$ cat src/rtl/tod_pkg.sv
// Shared constants, FSM state type and time payload for the time-of-day counter.
package tod_pkg;

    localparam int unsigned HOUR_W   = 5;
    localparam int unsigned MS_W     = 6;
    localparam int unsigned HOUR_MAX = 23;
    localparam int unsigned MIN_MAX  = 59;
    localparam int unsigned SEC_MAX  = 59;

    typedef enum logic [1:0] {
        ST_STOP = 2'd0,
        ST_RUN  = 2'd1,
        ST_LOAD = 2'd2
    } tod_state_e;

    typedef struct packed {
        logic [HOUR_W-1:0] hour;
        logic [MS_W-1:0]   min;
        logic [MS_W-1:0]   sec;
    } tod_time_t;

    // True when every field of a requested time is in range
    function automatic logic time_ok(tod_time_t t);
        return (t.hour <= HOUR_W'(HOUR_MAX)) &&
               (t.min  <= MS_W'(MIN_MAX))    &&
               (t.sec  <= MS_W'(SEC_MAX));
    endfunction

endpackage

$ cat src/rtl/tod_hour_fmt.sv
// Combinational hour formatter: 24 h passthrough or 12 h with PM flag.
module tod_hour_fmt
    import tod_pkg::*;
(
    input  logic [HOUR_W-1:0] hour24,
    input  logic              mode_12h,
    output logic [HOUR_W-1:0] hour_disp_c,
    output logic              is_pm_c
);

    always_comb begin
        hour_disp_c = hour24;
        is_pm_c     = 1'b0;
        if (mode_12h) begin
            if (hour24 == HOUR_W'(0)) begin
                hour_disp_c = HOUR_W'(12);
            end else if (hour24 == HOUR_W'(12)) begin
                hour_disp_c = HOUR_W'(12);
                is_pm_c     = 1'b1;
            end else if (hour24 > HOUR_W'(12)) begin
                hour_disp_c = hour24 - HOUR_W'(12);
                is_pm_c     = 1'b1;
            end
        end
    end

endmodule

$ cat src/rtl/tod_counter_12_24.sv
// Time-of-day counter with one-second prescaler, set handshake and 12/24 h display.
// Optional alarm comparator enabled by defining TOD_ALARM_EN.
module tod_counter_12_24
    import tod_pkg::*;
#(
    parameter int unsigned CLK_HZ = 50_000_000
) (
    input  logic              clk,
    input  logic              rst_n,
    input  logic              run,
    input  logic              mode_12h,
    input  logic              set_valid,
    output logic              set_ready,
    input  logic [HOUR_W-1:0] set_hour,
    input  logic [MS_W-1:0]   set_min,
    input  logic [MS_W-1:0]   set_sec,
    output logic              set_err,
    output logic [HOUR_W-1:0] hour24,
    output logic [MS_W-1:0]   min,
    output logic [MS_W-1:0]   sec,
    output logic [HOUR_W-1:0] hour_disp,
    output logic              is_pm,
    output logic              sec_pulse,
    output logic              day_wrap
`ifdef TOD_ALARM_EN
    ,
    input  logic [HOUR_W-1:0] alarm_hour,
    input  logic [MS_W-1:0]   alarm_min,
    input  logic              alarm_arm,
    output logic              alarm_hit
`endif
);

    localparam int unsigned PRE_W = (CLK_HZ > 1) ? $clog2(CLK_HZ) : 1;
    localparam logic [PRE_W-1:0] PRE_LAST = PRE_W'(CLK_HZ - 1);

    tod_state_e        state;
    tod_state_e        state_next;
    logic [PRE_W-1:0]  pre;
    tod_time_t         cur;
    tod_time_t         nxt;
    tod_time_t         set_val;
    logic              ready_q;
    logic              hs_c;
    logic              set_ok_c;
    logic              count_en_c;
    logic              tick_c;
    logic              load_c;
    logic              adv_c;
    logic              last_sec_c;

    assign set_val  = {set_hour, set_min, set_sec};
    assign set_ok_c = time_ok(set_val);
    assign hs_c     = set_valid & ready_q;

    // State register
    always_ff @(posedge clk or negedge rst_n) begin
        if (!rst_n) begin
            state <= ST_STOP;
        end else begin
            state <= state_next;
        end
    end

    // Next-state logic
    always_comb begin
        state_next = state;
        case (state)
            ST_STOP, ST_RUN: begin
                if (hs_c)     state_next = ST_LOAD;
                else if (run) state_next = ST_RUN;
                else          state_next = ST_STOP;
            end
            ST_LOAD: state_next = run ? ST_RUN : ST_STOP;
            default: state_next = ST_STOP;
        endcase
    end

    // Per-state control decode; a committed set pre-empts a same-cycle tick
    always_comb begin
        count_en_c = 1'b0;
        tick_c     = 1'b0;
        load_c     = 1'b0;
        adv_c      = 1'b0;
        if (state == ST_RUN) begin
            count_en_c = 1'b1;
            tick_c     = (pre == PRE_LAST);
        end
        load_c = hs_c & set_ok_c;
        adv_c  = tick_c & ~load_c;
    end

    // Next time on a tick, with cascaded carries
    always_comb begin
        nxt = cur;
        if (cur.sec == MS_W'(SEC_MAX)) begin
            nxt.sec = '0;
            if (cur.min == MS_W'(MIN_MAX)) begin
                nxt.min  = '0;
                nxt.hour = (cur.hour == HOUR_W'(HOUR_MAX)) ? '0 : cur.hour + HOUR_W'(1);
            end else begin
                nxt.min = cur.min + MS_W'(1);
            end
        end else begin
            nxt.sec = cur.sec + MS_W'(1);
        end
    end

    assign last_sec_c = (cur.hour == HOUR_W'(HOUR_MAX)) &&
                        (cur.min  == MS_W'(MIN_MAX))    &&
                        (cur.sec  == MS_W'(SEC_MAX));

    always_ff @(posedge clk or negedge rst_n) begin
        if (!rst_n) begin
            cur       <= '0;
            pre       <= '0;
            ready_q   <= 1'b1;
            sec_pulse <= 1'b0;
            day_wrap  <= 1'b0;
            set_err   <= 1'b0;
        end else begin
            ready_q   <= (state_next != ST_LOAD);
            sec_pulse <= adv_c;
            day_wrap  <= adv_c & last_sec_c;
            set_err   <= hs_c & ~set_ok_c;
            if (load_c) begin
                cur <= set_val;
                pre <= '0;
            end else begin
                if (count_en_c) pre <= tick_c ? '0 : pre + PRE_W'(1);
                if (adv_c)      cur <= nxt;
            end
        end
    end

`ifdef TOD_ALARM_EN
    // Fires only when a tick lands on the alarm minute, never on a load
    always_ff @(posedge clk or negedge rst_n) begin
        if (!rst_n) begin
            alarm_hit <= 1'b0;
        end else begin
            alarm_hit <= adv_c & alarm_arm &
                         (nxt.hour == alarm_hour) &&
                         (nxt.min == alarm_min) &&
                         (nxt.sec == '0);
        end
    end
`endif

    assign set_ready = ready_q;
    assign hour24    = cur.hour;
    assign min       = cur.min;
    assign sec       = cur.sec;

    tod_hour_fmt u_fmt (
        .hour24      (cur.hour),
        .mode_12h    (mode_12h),
        .hour_disp_c (hour_disp),
        .is_pm_c     (is_pm)
    );

endmodule
$ cat config.mk
export PLATFORM = sky130hd
export DESIGN_NAME = tod_counter_12_24
export DESIGN_NICKNAME = d
export VERILOG_FILES = /design/src/rtl/tod_pkg.sv /design/src/rtl/tod_hour_fmt.sv /design/src/rtl/tod_counter_12_24.sv
export SDC_FILE = /design/constraint.sdc
export NUM_CORES = 1
export LEC_CHECK = 0
export ABC_AREA = 1
export CORE_ASPECT_RATIO = 0.8
export CORE_UTILIZATION = 35
export CTS_CLUSTER_DIAMETER = 80
export DETAILED_ROUTE_END_ITERATION = 10
export PLACE_DENSITY_LB_ADDON = 0.15
export SYNTH_ARGS = -nofsm -noshare
export SYNTH_HDL_FRONTEND = slang
export SYNTH_HIERARCHICAL = 1
export SYNTH_SLANG_ARGS = --single-unit
export TNS_END_PERCENT = 30
$ cat constraint.sdc
create_clock -name clk -period 1.9 [get_ports clk]
set_input_delay 0.38 -clock clk [delete_from_list [all_inputs] [get_ports clk]]
set_output_delay 0.38 -clock clk [all_outputs]
set_load 0.005 [all_outputs]
==> results.yml <==
clock_tree:
  root_buffer: "clkbuf_16"
  numCtsBuffers: 5
  cts_tree: "built"
  clkTransAtPathRegs_ns: 0.06
  cts.sinks: 49
  clk_path_buf_depth: 2
  ctsHoldBuffers: 0
  clk-insertion-delay-late_ns: 0.30
  cts-htree-levels: 2
synthesis:
  syn_inst: 518
  synthesis.nets: 546
  ys_types: 32
  synth_warnings: 6
  synth_top_area_cell: "dfrtp_1"
  synth_top_area_share_pct: 35.07
  ys_top_cells_by_area: "dfrtp_1 (35%), nand2_1 (20%), nor2_1 (7.8%), nand3_1 (6.9%), inv_1 (5.6%)"
  ys_seq_elements: 49
  ys_seq_area_share_pct: 35.84
  syn_area_um2: 3425
  avgSynthCellArea_um2: 6.611
floorplan:
  die_y_um: 90.48
  dieArea_um2: 10190
  start_util_pct: 36.94
  top_level_ports: 49
  core_area_um2: 9270
  rows: 31
  die_x_um: 112.6
global_routing:
  grt_max_degree: 22
  grt.total_usage_pct: 19.57
  antenna_found_initial: 0
  globalRouteOverflowTotal: 0
  grt_pass1_wl_mm: 15.71
  first_global_vias: 3198
timing:
  finalCritPeriodShare_pct: 101.2
  max_freq_mhz: 520.2
  worst_slew_pin_slew_ns: 0.4928
  finalSetupViolations: 1
  setup_ws_ns: -0.02229
  max-slew-margin-rel_pct: 67.11
  period_minus_slack_ns: 1.922
  final.setup_skew_ns: 0.006964
  grt_setup_unrepaired: "true"
  fin_setup_tns_ns: -0.02229
  finalHoldViolCount: 0
  finalMaxSlewViolations: 0
layout:
  final_nets: 632
  fillerInstances: 927
  area_growth_pct: 30.95
  regArea_um2: 1227
  antenna_cells: 0
  multiInputGateArea_um2: 1946
  drive_above_1_share_pct: 16.53
  fin_util_pct: 48.37
status:
  violations: "negative setup slack"
  outcome: "finished, violations left"
run:
  maxCapViolations: 0
critical_path:
  required_ns: 1.52
  cp-start-kind: "flop"
  cp_max_fo: 3
  path_common_cell: "inv_2"
  cpPeakStageDelay_ns: 0.40
  crit_arrival_ns: 1.54
  critPathSlowestCell: "dfrtp_1"
  crit_type: "reg2out"
  path_cells: "buf_4, inv_2, ha_4, nand3_2, inv_2, o21ai_1, nand2_1, clkdlybuf4s15_2"
  cp-end-kind: "output pin"
drt:
  drc: 0
  drt-initial-drc-count: 131
  first_pass_iters: 4
  drt-wirelength-per-cell_um: 13.22
  vias: 3475
  postRouteAntennaNets: 0
  via_per_inst: 4.826
  wirelength_mm: 9.520
worst_hold_path:
  hold_class: "in2async"
power_and_ir_drop:
  power.density_nw_per_um2: 934.1
  leakagePower_nw: 2.109
  ir_drop_mv: 0.4855
placement:
  port_buffers: 48
  hpwl_mm: 7.119
  routabilityCongestion: 0.8916
[cells in the mapped netlist]
master    instances
nor2_2            4
ha_1              6
nor2_1           71
a21oi_1          12
nand2_2          11
nor3_1            6
buf_2             6
nand3_4           1
inv_1            51
nand3b_1          2
o21bai_1          1
o21ai_0          13
nor2_4            6
nand2_1         184
xor2_1           10
buf_4             1
nor3b_1           1
a21oi_2           1
xnor2_1           3
dfstp_2           1
nand4_1           9
o21ai_2           2
o21ai_1           4
a211oi_2          1
o211ai_1          1
dfrtp_1          48
inv_2             6
nand3_2           3
or2_2             1
nand3_1          47
buf_6             3
clkbuf_1          2
[metal layers]
layer	up-vias	wire length, µm	track usage [%]
met5	-	0	0
met4	0	90	5.111
met3	6	507	3.557
met2	67	4071	29.37
met1	1597	4851	28.68
li1	1805	-	-
[flip-flops by register name, summed over array words and instances, names as in the netlist]
register   count
pre           26
min            6
sec            6
hour24         5
state          2
day_wrap       1
sec_pulse      1
set_err        1
set_ready      1
[worst max-delay path, delay by kind of cell (launching register included)]
| family | cells | cell delay, ns |
|---|---|---|
| compound gates | 1 | 0.07 |
| fa+ha+maj | 1 | 0.13 |
| buf+inv | 4 | 0.50 |
| flops | 1 | 0.40 |
| simple gates | 2 | 0.15 |
[per-stage QoR]
stage | power (mW) | setup slack [ns] | instances | instance area (µm²) | hold slack, ns
after CTS | 4.213 | -0.04246 | 718 | 4472 | 0.06033
after detailed placement | 3.026 | -0.2673 | 704 | 4228 | 0.3794
after global placement | 3.011 | -0.2335 | 704 | 4228 | 0.3731
after floorplan | 2.224 | 0.3675 | 518 | 3425 | 0.08441
final | 4.189 | -0.02229 | 720 | 4484 | 0.03474
after global routing | 4.500 | -0.1065 | 720 | 4484 | 0.07958
[power by group]
part | internal (mW) | switching (mW) | total [mW]
logic | 0.919 | 0.797 | 1.72
registers | 1.21 | 0.203 | 1.42
clock network | 0.658 | 0.398 | 1.06
[cell families (layout without fill, tap and decap cells)]
kind of cell,Yosys count,in the layout,share of synthesized area [%]
AND/OR/NAND/NOR,346,347,44.28
XOR/XNOR,13,13,3.325
buffers and inverters,69,155,8.549
AO/OA/AOI/OAI,35,35,5.810
adder cells (fa/ha/maj),6,6,2.192
flip-flops,49,49,35.84
[worst paths after layout]
path | from | slack [ns] | depth (start not counted) | to
setup reg to reg | pre[0] | 0.20 | 9 | min[1]
hold reg to reg | min[5] | 0.51 | 2 | min[5]
hold / removal | rst_n | 0.03 | 1 | pre[13]
min in group clk | min[5] | 0.51 | 2 | min[5]
setup / recovery | hour24[3] | -0.02 | 8 | hour_disp[2]
max in group asynchronous | rst_n | 1.23 | 2 | set_ready
[cell usage in the layout, fill, tap and decap left out, drive strengths merged]
cell type	count
inv	57
bufinv	1
clkbuf	7
nor3	6
clkdlybuf4s50	43
o21ai	19
dfrtp	48
nand4	9
dfstp	1
nor3b	1
ha	6
a211oi	1
nor2	82
or2	1
nand3	51
xnor2	3
nand2	195
buf	46
a21oi	13
xor2	10
o21bai	1
nand3b	2
o211ai	1
clkdlybuf4s15	1
[cell type report]
type,instances,share of cell area [%]
tap,115,3.209
clock inverter,1,0.6696
clock buffer,7,3.181
sequential,49,27.37
multi-input combinational,401,43.39
timing repair buffer,90,17.41
inverter,57,4.771
[repair_timing]
item                                    4_1_cts  5_1_grt
pin swaps                                     6        8
cloned                                        0        1
endpoints found under the setup margin        4       26
buffers inserted                              6        1
resized for setup                            24        2
Note: power is estimated with default switching activity, not from simulation.
